<file path="src/rtl/prco_fetch_pkg.sv">
// Shared types and defaults for the PRCO instruction fetch stage.
package prco_fetch_pkg;

  typedef enum logic [1:0] {
    S_IDLE  = 2'd0,
    S_FETCH = 2'd1,
    S_HALT  = 2'd2
  } fetch_state_e;

  localparam logic [15:0] PRCO_RESET_PC      = 16'h0000;
  localparam int          PRCO_FETCH_TIMEOUT = 15;
  localparam int          TIMER_W            = 8;

endpackage

</file>
<file path="src/rtl/prco_fetch_pc.sv">
// Program counter for the fetch stage: a load of a redirect target beats the increment.
module prco_fetch_pc
  import prco_fetch_pkg::*;
#(
  parameter int              PC_W     = 16,
  parameter logic [PC_W-1:0] RESET_PC = '0
) (
  input  logic            i_clk,
  input  logic            i_reset,
  input  logic            i_load,
  input  logic [PC_W-1:0] i_load_pc,
  input  logic            i_inc,
  output logic [PC_W-1:0] q_pc
);

  logic [PC_W-1:0] pc_q, pc_d;

  always_comb begin
    pc_d = pc_q;
    if (i_load) begin
      pc_d = i_load_pc;
    end else if (i_inc) begin
      pc_d = pc_q + PC_W'(1);
    end
  end

  always_ff @(posedge i_clk or negedge i_reset) begin
    if (!i_reset) begin
      pc_q <= RESET_PC;
    end else begin
      pc_q <= pc_d;
    end
  end

  assign q_pc = pc_q;

endmodule

</file>
<file path="src/rtl/prco_fetch.sv">
// PRCO instruction fetch: one req/ack memory read per fetch, issued to the decoder as a q_ce pulse.
module prco_fetch
  import prco_fetch_pkg::*;
#(
  parameter int              PC_W        = 16,
  parameter logic [PC_W-1:0] RESET_PC    = PC_W'(PRCO_RESET_PC),
  parameter int              TIMEOUT_CYC = PRCO_FETCH_TIMEOUT
) (
  input  logic            i_clk,
  input  logic            i_reset,
  input  logic            i_en,
  input  logic            i_fetch,
  input  logic            i_pc_we,
  input  logic [PC_W-1:0] i_pc_d,
  output logic            q_mem_req,
  output logic [PC_W-1:0] q_mem_addr,
  input  logic            i_mem_ack,
  input  logic [15:0]     i_mem_data,
  output logic [15:0]     q_instr,
  output logic [PC_W-1:0] q_pc,
  output logic            q_ce,
  output logic            q_busy,
  output logic            q_fault
);

  localparam logic [TIMER_W-1:0] TIMEOUT_T  = TIMER_W'(TIMEOUT_CYC);
  localparam bit                 TIMEOUT_EN = (TIMEOUT_CYC != 0);

  fetch_state_e       state_q, state_d;
  logic               boot_q, boot_d;
  logic               flush_q, flush_d;
  logic [TIMER_W-1:0] timer_q, timer_d;
  logic               req_q, req_d;
  logic [PC_W-1:0]    addr_q, addr_d;
  logic [15:0]        instr_q, instr_d;
  logic [PC_W-1:0]    opc_q, opc_d;
  logic               ce_q, ce_d;
  logic               busy_q, busy_d;
  logic               fault_q, fault_d;

  logic               pc_load, pc_inc;
  logic [PC_W-1:0]    pc;

  prco_fetch_pc #(
    .PC_W     (PC_W),
    .RESET_PC (RESET_PC)
  ) u_pc (
    .i_clk     (i_clk),
    .i_reset   (i_reset),
    .i_load    (pc_load),
    .i_load_pc (i_pc_d),
    .i_inc     (pc_inc),
    .q_pc      (pc)
  );

  always_comb begin
    state_d = state_q;
    boot_d  = boot_q;
    flush_d = flush_q;
    timer_d = timer_q;
    req_d   = req_q;
    addr_d  = addr_q;
    instr_d = instr_q;
    opc_d   = opc_q;
    ce_d    = 1'b0;
    fault_d = fault_q;
    pc_load = 1'b0;
    pc_inc  = 1'b0;

    unique case (state_q)
      S_IDLE: begin
        pc_load = i_pc_we;
        if (i_en && (boot_q || i_fetch)) begin
          state_d = S_FETCH;
          boot_d  = 1'b0;
          req_d   = 1'b1;
          // A redirect in the launch cycle is already the address to fetch.
          addr_d  = i_pc_we ? i_pc_d : pc;
          timer_d = '0;
        end
      end
      S_FETCH: begin
        if (i_mem_ack) begin
          state_d = S_IDLE;
          req_d   = 1'b0;
          pc_load = i_pc_we;
          if (flush_q || i_pc_we) begin
            // Stale data from the pre-redirect address: drop it and refetch at the new PC.
            flush_d = 1'b0;
            boot_d  = 1'b1;
          end else begin
            instr_d = i_mem_data;
            opc_d   = pc;
            ce_d    = 1'b1;
            pc_inc  = 1'b1;
          end
        end else begin
          if (i_pc_we) begin
            pc_load = 1'b1;
            flush_d = 1'b1;
          end
          timer_d = timer_q + TIMER_W'(1);
          if (TIMEOUT_EN && (timer_d == TIMEOUT_T)) begin
            fault_d = 1'b1;
            req_d   = 1'b0;
            state_d = S_HALT;
          end
        end
      end
      S_HALT: begin
      end
      default: begin
        state_d = S_IDLE;
        req_d   = 1'b0;
      end
    endcase

    busy_d = (state_d == S_FETCH);
  end

  always_ff @(posedge i_clk or negedge i_reset) begin
    if (!i_reset) begin
      state_q <= S_IDLE;
      boot_q  <= 1'b1;
      flush_q <= 1'b0;
      timer_q <= '0;
      req_q   <= 1'b0;
      addr_q  <= RESET_PC;
      instr_q <= '0;
      opc_q   <= '0;
      ce_q    <= 1'b0;
      busy_q  <= 1'b0;
      fault_q <= 1'b0;
    end else begin
      state_q <= state_d;
      boot_q  <= boot_d;
      flush_q <= flush_d;
      timer_q <= timer_d;
      req_q   <= req_d;
      addr_q  <= addr_d;
      instr_q <= instr_d;
      opc_q   <= opc_d;
      ce_q    <= ce_d;
      busy_q  <= busy_d;
      fault_q <= fault_d;
    end
  end

  assign q_mem_req  = req_q;
  assign q_mem_addr = addr_q;
  assign q_instr    = instr_q;
  assign q_pc       = opc_q;
  assign q_ce       = ce_q;
  assign q_busy     = busy_q;
  assign q_fault    = fault_q;

endmodule
</file>
<file path="config.mk">
export PLATFORM = sky130hd
export DESIGN_NAME = prco_fetch
export DESIGN_NICKNAME = d
export VERILOG_FILES = /design/src/rtl/prco_fetch_pkg.sv /design/src/rtl/prco_fetch_pc.sv /design/src/rtl/prco_fetch.sv
export SDC_FILE = /design/constraint.sdc
export NUM_CORES = 1
export LEC_CHECK = 0
export ABC_AREA = 1
export ABC_CLOCK_PERIOD_IN_PS = 3000
export CAP_MARGIN = 20
export CORE_UTILIZATION = 30
export CTS_CLUSTER_DIAMETER = 40
export CTS_CLUSTER_SIZE = 12
export DETAILED_ROUTE_END_ITERATION = 6
export PLACE_DENSITY_LB_ADDON = 0.05
export SYNTH_ARGS = -nofsm -noshare
export SYNTH_HDL_FRONTEND = slang
export SYNTH_SLANG_ARGS = --single-unit
</file>
<file path="constraint.sdc">
create_clock -name i_clk -period 3 [get_ports i_clk]
set_input_delay 0.9 -clock i_clk [delete_from_list [all_inputs] [get_ports i_clk]]
set_output_delay 0.9 -clock i_clk [all_outputs]
set_load 0.05 [all_outputs]
</file>
==> flow_summary.yaml, run 1 <==
floorplan:
  die-area_um2: 13400
  die_y_um: 116
  initial_core_util_pct: 30.8
  fp.dieW_um: 116
  io_pins: 90
  core_area_um2: 12600
  num_rows: 41
synth:
  synth-seq-cells: 80
  postSynthAreaPerCell_um2: 8.08
  synth-adder-area-share_pct: 0.965
  netlist_area_um2: 3890
  synth_top_family_by_area: "simple AND/OR/NAND/NOR gates"
  seq_area_frac_synth_pct: 51.5
  muxShareOfSynthArea_pct: 0
  synth-compound-area-share_pct: 11.9
  yosys_most_used_dff: "dfrtp_1"
  synthSimpleGateAreaFrac_pct: 27.2
  synth-xor-area-share_pct: 0.901
  syn_inst: 481
  synth-edff-count: 0
  ys_warn_count: 0
  async_flop_share_pct: 100
  synth.distinct_cells: 33
  syn_nets: 522
clock_network:
  numClockSinks: 80
  cts_setup_buffers: 0
  cts_hold_buf: 0
  cts_resized: 0
  cts_root_buf: "clkbuf_16"
  cts_tree: "yes"
  cts_buffer_depth: 2
  cts-htree-levels: 3
  cts_buffers: 9
  path_clk_slew_ps: 60
  worst_skew_pair.late_latency_ps: 340
setup_path:
  slowest_stage: "clkdlybuf4s50_1"
  cp_top_family: "buffers and inverters"
  rr_startpoint: "state_q[1]"
  crit_chain: "clkdlybuf4s50_1"
  start_kind: "register"
  required_ps: 2100
  crit_path_max_fanout: 2
  crit_buf_inv: 1
  endpoint_kind: "output port"
  worst_ep_arrival_time_ps: 1540
  reg2reg_depth: 8
  r2r_end: "u_pc.q_pc[10]"
  critPathMaxStageDelay_ps: 830
  path_class: "reg -> out"
  rrSetupSlack_ps: 1260
final_layout:
  final_common_cell: "nand2_1"
  multi_input_area_um2: 1590
  drive_above_1_share_pct: 9.36
  register_area_um2: 2000
  filler_cell_count: 1340
  diodes: 0
  finalNonFillerCells: 749
  fin_util_pct: 41.6
  most-common-layout-cells: "193 x nand2_1, 88 x clkdlybuf4s50_1, 79 x dfrtp_1, 41 x inv_1, 33 x o21ai_0"
  syn_to_final_growth_pct: 35.1
  fin_nets: 613
power_and_ir_drop:
  peakVddDrop_uv: 549
  internal-power_uw: 2990
  p_sw_uw: 2470
  power_frac_clock_pct: 20.7
  swShare_pct: 45.2
  seqPwrFrac_pct: 31.3
  p_leak_uw: 0.00251
  power_density_nw_per_um2: 1040
  combPwrFrac_pct: 48.1
  p_total_uw: 5460
timing:
  hold_viol: 0
  drv_slew: 0
  fmax_mhz: 410
  setup_viol: 0
  tightestPinTransition_ps: 552
  fin_tns_setup_ps: 0
  fin_crit_sh_pct: 81.4
  maxSlewHeadroom_pct: 63.1
  finalClockSkew_ps: 4.86
  rsz0062_at_grt: "false"
  min_period_ps: 2440
global_route:
  grt_max_degree: 46
  antenna_found_initial: 0
  grt_remaining_overflow: 0
  grt_pass1_wl_um: 16600
  grt_usage_pct: 16.5
  first_global_vias: 3209
placed_design:
  hpwl_um: 7220
  finalWeightedCongestion: 0.817
  numPlacedInstances: 733
  portBuffers: 89
status:
  status: "finished clean"
route:
  drt-vias-per-instance: 4.45
  wirelength_um: 10200
  num_vias: 3330
  remaining_drc_errors: 0
  wl_per_cell_um: 13.6
  drt_iter0_drc: 187
  dr.pass1.iters: 4
  final_antenna_net_count: 0
min_path:
  worstHoldStart: "q_fault"
  min_path_cells: 2
  hold_end: "q_fault"
  hp-class: "reg -> reg"
flow_run:
  cap_viol_max_count: 0
==> kinds of logic after synthesis <==
family                     after synthesis
and+or+nand+nor                        254
DFF                                     80
AOI/OAI and AO/OA                       78
buffers and inverters                   62
xor gates and xnor gates                 4
adders and majority gates                3
==> cells in the mapped netlist, types with 4 or more instances <==
cell	n	share of area (%)
nand2_1	193	19
dfrtp_1	79	51
inv_1	41	4.0
o21ai_0	33	4.2
nor2_1	24	2.3
a21oi_1	16	2.1
nand3_1	14	1.8
o21ai_2	11	2.5
nor3_1	10	1.3
buf_2	9	1.2
o21ai_1	6	0.77
buf_6	5	1.4
o22ai_1	5	0.80
xor2_1	4	0.90
==> how the worst max path moves through the flow <==
stage                              from             to  slack, ps  cells past startpoint
after floorplan                 i_pc_we    q_instr[10]       1100                      9
after global placement          i_pc_we  u_pc.q_pc[10]        380                      8
after detailed placement        i_pc_we   u_pc.q_pc[2]        330                      6
after CTS                 q_mem_addr[8]  q_mem_addr[8]        530                      1
after global routing      q_mem_addr[8]  q_mem_addr[8]        500                      1
final                     q_mem_addr[5]  q_mem_addr[5]        560                      1
==> final cells by class <==
class / instances / share of cell area [%]
well taps: 172 / 4.10
clock inverters: 5 / 1.05
multi-input cells: 339 / 30.3
repair buffers: 98 / 18.4
inverters: 44 / 3.14
clock buffers: 11 / 4.81
flip-flops and latches: 80 / 38.1
==> sequential cells by signal, indices dropped and copies added (netlist names) <==
name	count
state_q	2
q_busy	1
timer_q	8
q_ce	1
u_pc.q_pc	16
boot_q	1
q_mem_req	1
q_instr	16
q_fault	1
q_pc	16
flush_q	1
q_mem_addr	16
==> through the flow <==
stage	instance area (µm²)	worst slack, ps	hold slack [ps]
3_5_place_dp	4940	334	450
2_1_floorplan	3890	1100	443
5_1_grt	5250	496	480
6_report	5250	559	465
3_3_place_gp	4940	379	449
4_1_cts	5250	533	467
==> power groups by stage <==
stage | logic, µW | registers [µW] | clock network [µW]
after floorplan | 647 | 2800 | 0
after global placement | 2640 | 1720 | 0
after detailed placement | 2650 | 1720 | 0
after CTS | 2650 | 1710 | 1180
after global routing | 2820 | 1760 | 1220
final | 2630 | 1710 | 1130
==> routing by layer <==
metal	vias up	global-route usage, %	wire length [µm]
met2	95	25.6	4610
met4	0	4.87	150
li1	1707	-	-
met1	1518	22.0	4790
met3	10	5.13	621
met5	-	0	0
(Power assumes the default switching activity.)
==> run 2: changes to the inputs <==
--- a/config.mk
+++ b/config.mk
@@ -6,7 +6,7 @@
 export NUM_CORES = 1
 export LEC_CHECK = 0
 export ABC_AREA = 1
-export ABC_CLOCK_PERIOD_IN_PS = 3000
+export ABC_CLOCK_PERIOD_IN_PS = 2200
 export CAP_MARGIN = 20
 export CORE_UTILIZATION = 30
 export CTS_CLUSTER_DIAMETER = 40
==> constraint.sdc (replaced) <==
create_clock -name i_clk -period 2.2 [get_ports i_clk]
set_input_delay 0.66 -clock i_clk [delete_from_list [all_inputs] [get_ports i_clk]]
set_output_delay 0.66 -clock i_clk [all_outputs]
set_load 0.05 [all_outputs]
==> run 2 against run 1 <==
Net effect: combinational power up 33%; die area unchanged; count of clock-buffer cells in the layout unchanged; critical path type unchanged; register-to-register slack worse by 670 ps; first-iteration DRC count down 19%; non-clock buffer count up 13; flip-flop and latch count unchanged.
==> flow_summary.yaml, run 2 (synthesis results as in run 1) <==
setup_path:
  r2r_end: "u_pc.q_pc[14]"
  slowest_stage: "clkdlybuf4s50_1"
  endpoint_kind: "output port"
  crit_buf_inv: 1
  critPathMaxStageDelay_ps: 800
  crit_chain: "clkdlybuf4s50_1"
  required_ps: 1540
  reg2reg_depth: 7
  crit_path_max_fanout: 2
  rrSetupSlack_ps: 590
  path_class: "reg -> out"
  cp_top_family: "buffers and inverters"
  start_kind: "register"
  rr_startpoint: "u_pc.q_pc[0]"
  worst_ep_arrival_time_ps: 1490
global_route:
  grt_usage_pct: 16.2
  first_global_vias: 3223
  antenna_found_initial: 0
  grt_max_degree: 37
  grt_remaining_overflow: 0
  grt_pass1_wl_um: 16300
floorplan:
  die_y_um: 116
  io_pins: 90
  core_area_um2: 12600
  initial_core_util_pct: 30.8
  num_rows: 41
  fp.dieW_um: 116
  die-area_um2: 13400
placed_design:
  finalWeightedCongestion: 0.806
  dp_worst_setup_slack_ps: -41.9
  hpwl_um: 7450
  numPlacedInstances: 746
  portBuffers: 89
clock_network:
  cts_buffers: 9
  numClockSinks: 80
  cts_setup_buffers: 0
  cts_tree: "yes"
  cts_buffer_depth: 2
  cts-htree-levels: 3
  path_clk_slew_ps: 60
  worst_skew_pair.late_latency_ps: 340
  cts_root_buf: "clkbuf_16"
power_and_ir_drop:
  power_density_nw_per_um2: 1380
  peakVddDrop_uv: 612
  p_leak_uw: 0.00276
timing:
  hold_viol: 0
  hold_ws_ps: 250
  fmax_mhz: 466
  tightestPinTransition_ps: 514
  finalClockSkew_ps: 7.00
  drv_slew: 0
  rsz0062_at_grt: "false"
  setup_viol: 0
  fin_crit_sh_pct: 97.6
  setup_ws_ps: 52.7
  min_period_ps: 2150
  maxSlewHeadroom_pct: 65.7
route:
  wirelength_um: 10100
  num_vias: 3358
  drt-vias-per-instance: 4.41
  drt_iter0_drc: 151
  wl_per_cell_um: 13.2
  final_antenna_net_count: 0
  remaining_drc_errors: 0
  dr.pass1.iters: 4
final_layout:
  drive_above_1_share_pct: 16.6
  fin_nets: 626
  finalNonFillerCells: 762
  syn_to_final_growth_pct: 36.5
  diodes: 0
  most-common-layout-cells: "193 x nand2_1, 79 x dfrtp_1, 53 x buf_4, 43 x clkdlybuf4s50_1, 41 x inv_1"
  final_common_cell: "nand2_1"
flow_run:
  cap_viol_max_count: 0
min_path:
  hp-class: "in -> async"
status:
  status: "finished clean"
==> run 2: changes by cell type in the layout (fill, tap and decap cells not counted), sizes merged <==
cell / before / now
buf: 10 / 55
clkdlybuf4s50: 88 / 43
dlymetal6s2s: 0 / 13
clkinv: 2 / 3
clkinvlp: 2 / 1
==> run 2: repair_timing <==
| action | 4_1_cts | 5_1_grt |
|---|---|---|
| hold buffers | 0 | 0 |
| endpoints found under the setup margin | 0 | 13 |
| resized for setup | 0 | 13 |
==> run 2: final cells by class <==
class | instances | area (µm²)
clock buffers | 11 | 243
clock inverters | 5 | 56.3
fillers | 1350 | 7310
inverters | 44 | 165
multi-input cells | 339 | 1590
flip-flops and latches | 80 | 2000
well taps | 172 | 215
repair buffers | 111 | 1030
==> run 2: metal layers <==
metal | GRT usage, % | wire (µm)
met5 | 0 | 0
met3 | 5.13 | 513
met2 | 25.3 | 4710
met4 | 4.87 | 78
met1 | 21.6 | 4780
==> run 2: worst max path at each step <==
stage | start | endpoint | slack, ps | cells after the start
floorplan | i_pc_we | q_instr[10] | 540 | 9
global route | q_instr[15] | q_instr[15] | 0.8 | 1
detailed placement | i_pc_we | u_pc.q_pc[10] | -40 | 9
finish | q_instr[15] | q_instr[15] | 50 | 1
global placement | i_mem_ack | u_pc.q_pc[10] | 40 | 8
CTS | q_mem_req | q_mem_req | 9 | 1
==> run 2: through the flow <==
stage / cell area [µm²] / total power [µW] / utilization [%] / setup TNS, ps
floorplan: 3890 / 4700 / - / 0
global placement: 4970 / 5890 / 39.4 / 0
detailed placement: 4970 / 5910 / 39.4 / -41.9
CTS: 5270 / 7470 / 41.8 / 0
global route: 5310 / 7800 / 42.0 / 0
finish: 5310 / 7340 / 42.0 / 0
==> run 2: where the power goes <==
| group | leakage [µW] | internal (µW) | switching [µW] |
|---|---|---|---|
| clock | 0.000145 | 908 | 600 |
| sequential | 0.000983 | 2010 | 331 |
| combinational | 0.00163 | 1070 | 2420 |
==> run 3: changes to the inputs <==
--- a/config.mk
+++ b/config.mk
@@ -13,6 +13,7 @@
 export CTS_CLUSTER_SIZE = 12
 export DETAILED_ROUTE_END_ITERATION = 6
 export PLACE_DENSITY_LB_ADDON = 0.05
+export SETUP_SLACK_MARGIN = 0.1
 export SYNTH_ARGS = -nofsm -noshare
 export SYNTH_HDL_FRONTEND = slang
 export SYNTH_SLANG_ARGS = --single-unit
==> run 3 against run 2 <==
Net effect: hold slack lost 1.1 ps; critical path depth is the same; final area shrank 1.1%; combinational power shrank 3%; non-clock buffer count is the same; core utilization shrank 0.46 points; register-to-register slack is essentially flat; count of clock-buffer cells in the layout is the same; maximum frequency grew 14%; final cell count is the same.
==> flow_summary.yaml, run 3 (synthesis results as in run 1) <==
clock_network:
  cts_setup_buffers: 0
  cts_tree: "yes"
  numClockSinks: 80
  cts_root_buf: "clkbuf_16"
  cts_buffers: 9
  worst_skew_pair.late_latency_ps: 340
  cts_buffer_depth: 2
  cts_hold_buf: 0
  cts-htree-levels: 3
  path_clk_slew_ps: 60
timing:
  hold_ws_ps: 249
  hold_viol: 0
  fmax_mhz: 530
  setup_ws_ps: 312
  tightestPinTransition_ps: 502
  fin_crit_sh_pct: 85.8
  maxSlewHeadroom_pct: 66.6
  setup_viol: 0
  finalClockSkew_ps: 6.80
  min_period_ps: 1890
  rsz0062_at_grt: "false"
  drv_slew: 0
power_and_ir_drop:
  p_leak_uw: 0.00266
  power_density_nw_per_um2: 1380
  p_sw_uw: 3350
  seqPwrFrac_pct: 32.2
  power_frac_clock_pct: 20.9
  p_total_uw: 7240
  internal-power_uw: 3890
  peakVddDrop_uv: 594
  combPwrFrac_pct: 46.9
  swShare_pct: 46.3
final_layout:
  finalNonFillerCells: 762
  syn_to_final_growth_pct: 35.0
  drive_above_1_share_pct: 16.6
  multi_input_area_um2: 1590
  diodes: 0
  fin_util_pct: 41.6
  final_common_cell: "nand2_1"
  filler_cell_count: 1352
  most-common-layout-cells: "193 x nand2_1, 79 x dfrtp_1, 53 x buf_4, 41 x inv_1, 36 x clkdlybuf4s50_1"
  register_area_um2: 2000
  fin_nets: 626
floorplan:
  initial_core_util_pct: 30.8
  core_area_um2: 12600
  num_rows: 41
  io_pins: 90
  die-area_um2: 13400
  fp.dieW_um: 116
  die_y_um: 116
route:
  wirelength_um: 10100
  wl_per_cell_um: 13.2
  drt-vias-per-instance: 4.41
  remaining_drc_errors: 0
  final_antenna_net_count: 0
  num_vias: 3358
  drt_iter0_drc: 153
  dr.pass1.iters: 4
placed_design:
  finalWeightedCongestion: 0.806
  dp_worst_setup_slack_ps: -41.9
  hpwl_um: 7450
  numPlacedInstances: 746
  portBuffers: 89
setup_path:
  path_class: "reg -> out"
  start_kind: "register"
  rrSetupSlack_ps: 590
  crit_path_max_fanout: 2
  crit_chain: "dlygate4sd2_1"
  crit_cells: 1
  rr_startpoint: "u_pc.q_pc[0]"
  worst_ep_arrival_time_ps: 1230
  r2r_end: "u_pc.q_pc[14]"
  required_ps: 1540
  reg2reg_depth: 7
  endpoint_kind: "output port"
  crit_buf_inv: 1
  critPathMaxStageDelay_ps: 540
  cp_top_family: "buffers and inverters"
  slowest_stage: "dlygate4sd2_1"
global_route:
  antenna_found_initial: 0
  first_global_vias: 3223
  grt_usage_pct: 16.2
  grt_remaining_overflow: 0
  grt_pass1_wl_um: 16300
  grt_max_degree: 37
status:
  status: "finished clean"
flow_run:
  cap_viol_max_count: 0
min_path:
  hp-class: "in -> async"
-- run 3: worst max-delay path by stage --
stage / startpoint / to
final: q_instr[8] / q_instr[8]
after global routing: i_mem_ack / u_pc.q_pc[10]
after CTS: q_mem_req / q_mem_req
after detailed placement: i_pc_we / u_pc.q_pc[10]
after global placement: i_mem_ack / u_pc.q_pc[10]
after floorplan: i_pc_we / q_instr[10]
-- run 3: cell type report --
cell class / instances / area share, %
Timing Repair Buffer: 111 / 18.5
Sequential cell: 80 / 38.2
Clock inverter: 5 / 1.07
Clock buffer: 11 / 4.62
Multi-Input combinational cell: 339 / 30.3
Inverter: 44 / 3.15
Tap cell: 172 / 4.10
-- run 3: per-layer routing --
metal	vias to the layer above	routed length [µm]	track usage [%]
met5	-	0	0
met4	0	80	4.87
met3	9	455	5.13
met2	74	4680	25.3
met1	1546	4860	21.6
li1	1729	-	-
-- run 3: repair_timing --
action                                  CTS  global route
endpoints found under the setup margin   20             0
endpoints found under the hold margin     0             0
gates resized for setup                  20             0
-- run 3: power by group through the flow --
stage,clock network [µW],registers (µW),logic (µW)
3_3_place_gp,0,2360,3530
2_1_floorplan,0,3820,882
3_5_place_dp,0,2370,3540
4_1_cts,1570,2350,3440
5_1_grt,1620,2410,3660
6_report,1510,2330,3390
-- run 3: through the flow --
stage	cell area (µm²)	TNS (ps)
after floorplan	3890	0
after global placement	4970	0
final	5250	0
after detailed placement	4970	-41.9
after CTS	5250	0
after global routing	5250	0
